$ cat config.mk
export PLATFORM = sky130hd
export DESIGN_NAME = uart_tx_buf
export DESIGN_NICKNAME = d
export VERILOG_FILES = /design/src/rtl/uart_tx_buf.sv
export SDC_FILE = /design/constraint.sdc
export NUM_CORES = 1
export LEC_CHECK = 0
export BUFFER_PORTS_ARGS = -buffer_cell sky130_fd_sc_hd__buf_2
export CAP_MARGIN = 40
export CELL_PAD_IN_SITES_DETAIL_PLACEMENT = 0
export CELL_PAD_IN_SITES_GLOBAL_PLACEMENT = 2
export CORE_MARGIN = 5
export CORE_UTILIZATION = 48
export DETAILED_ROUTE_END_ITERATION = 10
export PLACE_DENSITY_LB_ADDON = 0.1
export SYNTH_ARGS = -nofsm -noshare
export SYNTH_HDL_FRONTEND = slang
export SYNTH_SLANG_ARGS = --single-unit
$ cat constraint.sdc
create_clock -name clk -period 2.7 [get_ports clk]
set_input_delay 0.27 -clock clk [delete_from_list [all_inputs] [get_ports clk]]
set_output_delay 0.27 -clock clk [all_outputs]
set_load 0.01 [all_outputs]
$ cat src/rtl/uart_tx_buf.sv
// uart_tx_buf: byte FIFO feeding a UART transmitter.
//   A never-stalling write port fills a DEPTH-entry array. A single output
//   register presents bytes on a valid/ready stream (tdata/tvalid/tready).
//   Total capacity is DEPTH+1 bytes. Writes arriving while the array is full
//   are dropped and raise the sticky ovf flag.
//
// Ports:
//   clk, rstn          clock, asynchronous active-low reset
//   wr_data, wr_en     enqueue byte / strobe
//   ovf_clr            synchronous clear of ovf (and drop_cnt)
//   full, empty, count array occupancy status (output register not counted)
//   ovf                sticky overflow flag
//   tdata, tvalid      byte stream to the transmitter
//   tready             transmitter accepts the presented byte
//   drop_cnt           saturating dropped-write counter, present only when
//                      UART_TX_BUF_DROPCNT_EN is defined
module uart_tx_buf #(
  parameter int DEPTH = 16,
  localparam int PTR_W = $clog2(DEPTH)
) (
  input  logic             clk,
  input  logic             rstn,
  input  logic [7:0]       wr_data,
  input  logic             wr_en,
  input  logic             ovf_clr,
  output logic             full,
  output logic             empty,
  output logic [PTR_W:0]   count,
  output logic             ovf,
  output logic [7:0]       tdata,
  output logic             tvalid,
  input  logic             tready
`ifdef UART_TX_BUF_DROPCNT_EN
  ,
  output logic [15:0]      drop_cnt
`endif
);

  logic [7:0]       mem [DEPTH];
  logic [PTR_W-1:0] wr_ptr;
  logic [PTR_W-1:0] rd_ptr;
  logic             wr_acc;
  logic             wr_drop;
  logic             load;
  logic [PTR_W:0]   count_nxt;

  // full/empty are registered, so acceptance and loading depend only on
  // state; a pop in the same cycle never rescues a write seen while full.
  assign wr_acc  = wr_en && !full;
  assign wr_drop = wr_en && full;
  assign load    = (!tvalid || tready) && !empty;

  always_comb begin
    count_nxt = count;
    case ({wr_acc, load})
      2'b10:   count_nxt = count + (PTR_W+1)'(1);
      2'b01:   count_nxt = count - (PTR_W+1)'(1);
      default: count_nxt = count;
    endcase
  end

  // Array storage carries no reset; validity is tracked by count/pointers.
  always_ff @(posedge clk) begin
    if (wr_acc) mem[wr_ptr] <= wr_data;
  end

  always_ff @(posedge clk or negedge rstn) begin
    if (!rstn) begin
      wr_ptr <= '0;
      rd_ptr <= '0;
      count  <= '0;
      full   <= 1'b0;
      empty  <= 1'b1;
    end else begin
      if (wr_acc) wr_ptr <= wr_ptr + PTR_W'(1);
      if (load)   rd_ptr <= rd_ptr + PTR_W'(1);
      count <= count_nxt;
      full  <= (count_nxt == (PTR_W+1)'(DEPTH));
      empty <= (count_nxt == '0);
    end
  end

  // Output register: tdata holds its value after the last byte leaves.
  always_ff @(posedge clk or negedge rstn) begin
    if (!rstn) begin
      tdata  <= 8'hFF;
      tvalid <= 1'b0;
    end else if (load) begin
      tdata  <= mem[rd_ptr];
      tvalid <= 1'b1;
    end else if (tvalid && tready) begin
      tvalid <= 1'b0;
    end
  end

  // A drop coinciding with a clear leaves the flag set.
  always_ff @(posedge clk or negedge rstn) begin
    if (!rstn)        ovf <= 1'b0;
    else if (wr_drop) ovf <= 1'b1;
    else if (ovf_clr) ovf <= 1'b0;
  end

`ifdef UART_TX_BUF_DROPCNT_EN
  always_ff @(posedge clk or negedge rstn) begin
    if (!rstn) begin
      drop_cnt <= '0;
    end else if (wr_drop) begin
      if (ovf_clr)                drop_cnt <= 16'd1;
      else if (drop_cnt != '1)    drop_cnt <= drop_cnt + 16'd1;
    end else if (ovf_clr) begin
      drop_cnt <= '0;
    end
  end
`endif

endmodule
==> impl_metrics.py <==
metrics = {
    "global_routing": {
        "grt_max_degree": 36,
        "grt_pass1_wl_mm": 19.21,
        "grt_usage_pct": 17.27,
        "grt_overflow": 0,
        "antenna_found_initial": 0,
        "grt_pass1_vias": 3133,
    },
    "route": {
        "drtAntennaViolNets": 0,
        "vias": 2900,
        "vias_per_cell": 5.472,
        "wl_met3_um": 617,
        "drcViolationCount": 0,
        "wl_mm": 12.44,
        "wl_met1_mm": 5.134,
        "drt_iter0_markers": 198,
        "firstDrtPassIters": 4,
        "routedWlPerCell_um": 23.47,
        "highest_layer": "met4",
        "route.met2.wl_mm": 6.458,
    },
    "worst_hold_path": {
        "hp-class": "in2reg",
        "hold_depth": 2,
        "min_from": "ovf_clr",
        "whs_endpoint": "ovf",
    },
    "cells_and_area": {
        "nets": 365,
        "diodes": 0,
        "final_common_cell": "edfxtp_1",
        "layout-drive-gt1-share_pct": 36.59,
        "layout_common_cells": "edfxtp_1 (128), mux4_2 (36), buf_2 (29)",
        "area_growth_pct": 16.14,
        "fillerInstances": 1023,
    },
    "pwr": {
        "peakVddDrop_mv": 0.5381,
        "leakagePower_nw": 2.503,
        "finalPower_mw": 8.240,
        "powerDensity_nw_per_um2": 1133,
    },
    "sta": {
        "hold_violations": 0,
        "slew_headroom_pct": 51.67,
        "slew_viol_final": 0,
        "clock_skew_ns": 0.01170,
        "final-setup-viol-count": 0,
        "fin_crit_sh_pct": 92.00,
        "period_minus_slack_ns": 2.484,
        "tightest_slew_ns": 0.7250,
        "finalSetupTns_ns": 0,
        "max_freq_mhz": 402.6,
        "rsz0062_at_grt": "false",
    },
    "placement": {
        "gp_congestion": 0.7352,
        "port_buffers": 29,
        "dp_hpwl_mm": 7.529,
    },
    "critical_path": {
        "critPathArrivalTime_ns": 2.82,
        "crit_path_start_kind": "register",
        "end_kind": "register",
        "cp_max_fo": 5,
        "r2r_end": "empty",
        "reg2reg_slack_ns": 0.22,
        "worstSetupPathType": "reg2reg",
        "reg2reg_from": "tvalid",
        "r2r_cells": 9,
        "required_ns": 3.04,
    },
    "clock_network": {
        "clk_pin_slew_ns": 0.06,
        "cts_sinks": 153,
        "postCtsSetupRepairBufs": 0,
        "htree_levels": 4,
        "cts_buffers": 17,
        "root_buffer": "clkbuf_16",
        "clock_latency_ns": 0.43,
        "cts_buffer_depth": 2,
        "cts_tree": "yes",
    },
    "die": {
        "start_util_pct": 49.22,
        "die_w_um": 124.2,
        "die_y_um": 124.2,
        "num_rows": 41,
        "core-area_um2": 12720,
        "io_pins": 30,
        "fp.dieArea_um2": 15430,
    },
    "synthesis": {
        "ys_ff_latch": 153,
        "netlist-cell-type-count": 46,
        "synth_edf_count": 128,
        "synthArstFlopShare_pct": 16.34,
        "netlist_area_um2": 6262,
        "avgSynthCellArea_um2": 20.60,
        "syn-num-nets": 324,
        "synth_seq_area_share_pct": 71.55,
        "syn_inst": 304,
        "synth_ff_type": "edfxtp_1",
        "ys.warnings.count": 0,
    },
    "status": {
        "outcome": "finished clean",
    },
    "flow_run": {
        "drv_cap": 0,
    },
}
[layer usage]
layer	global-route usage, %	up-vias
met5	0	-
met4	7.286	0
met3	4.117	17
met2	27.89	65
met1	22.54	1502
li1	-	1316
[power breakdown]
group | switching, mW | leakage (nW) | internal, mW
Combinational | 1.01 | 0.744 | 1.19
Sequential | 0.362 | 1.44 | 3.00
Clock | 0.934 | 0.320 | 1.74
[state kept, by name (all words and copies together) (netlist names)]
register and flops:
tdata 8, count 5, mem 128, full 1, ovf 1, empty 1, rd_ptr 4, wr_ptr 4
tvalid 1
[repair_timing]
| item | CTS | global route |
|---|---|---|
| endpoints found under the setup margin | 0 | 1 |
| gates resized for setup | 0 | 1 |
| hold buffers | 1 | 0 |
| endpoints found under the hold margin | 16 | 0 |
[final cells by class]
class | count | area [µm²] | share of cell area [%]
Clock buffer | 17 | 425.4 | 5.849
Clock inverter | 15 | 247.7 | 3.406
Inverter | 8 | 30.03 | 0.4129
Multi-Input combinational cell | 128 | 1640 | 22.55
Sequential cell | 153 | 4482 | 61.62
Tap cell | 172 | 215.2 | 2.959
Timing Repair Buffer | 37 | 232.7 | 3.200
[Yosys cell counts (2+ instances only)]
master	count	share of area, %
nor2b_4	2	0.44
xor2_1	2	0.28
nor3b_1	2	0.24
ha_1	7	1.4
dfstp_2	9	3.8
and2_1	16	1.6
mux4_2	36	13
nand4b_1	2	0.28
clkbuf_1	2	0.12
buf_2	4	0.32
buf_4	3	0.36
mux4_1	4	1.7
mux2_2	8	1.4
nor2_1	3	0.18
nand4_1	2	0.20
nand2_1	7	0.42
xnor2_1	10	1.4
buf_6	4	0.72
edfxtp_1	128	61
inv_1	8	0.48
nor4b_1	2	0.28
dfrtp_1	16	6.4
nor3_1	2	0.16
nor4_1	2	0.20
o21ai_0	2	0.16
[metrics by stage]
step	setup WS [ns]	instances	hold WS, ns	instance area [µm²]	utilization, %
floorplan	0.1115	304	-0.02559	6262	-
global placement	0.1920	497	0.3435	6584	51.75
detailed placement	0.1541	497	0.3480	6584	51.75
CTS	0.1493	530	0.02006	7267	57.12
global route	0.05775	530	0.03747	7273	57.17
finish	0.2159	530	0.03855	7273	57.17
[critical path, cell delays in order, from the launching register on]
cell and delay (ns):
dfrtp_1 0.38, nor2b_4 0.15, nor3_2 0.18, xor2_1 0.18, ha_1 0.18, a21oi_1 0.08
or4b_4 0.51, a221oi_2 0.30, xnor2_1 0.20, nor4b_2 0.25
[how the worst max path moves through the flow]
| stage | startpoint | end | slack [ns] | cells past startpoint |
|---|---|---|---|---|
| final | tvalid | empty | 0.22 | 9 |
| after global routing | full | empty | 0.06 | 9 |
| after CTS | tvalid | empty | 0.15 | 9 |
| after detailed placement | wr_en | empty | 0.15 | 10 |
| after global placement | wr_en | empty | 0.19 | 10 |
| after floorplan | tvalid | empty | 0.11 | 9 |
[cell families after synthesis]
family / after synthesis / synth area share [%]
adders and majority gates: 7 / 1.399
DFF: 153 / 71.55
AOI/OAI and AO/OA: 10 / 1.279
xor gates and xnor gates: 12 / 1.678
and+or+nand+nor: 49 / 5.275
muxes: 50 / 16.46
buffers and inverters: 23 / 2.358
Note: power is estimated with default switching activity, not from simulation.
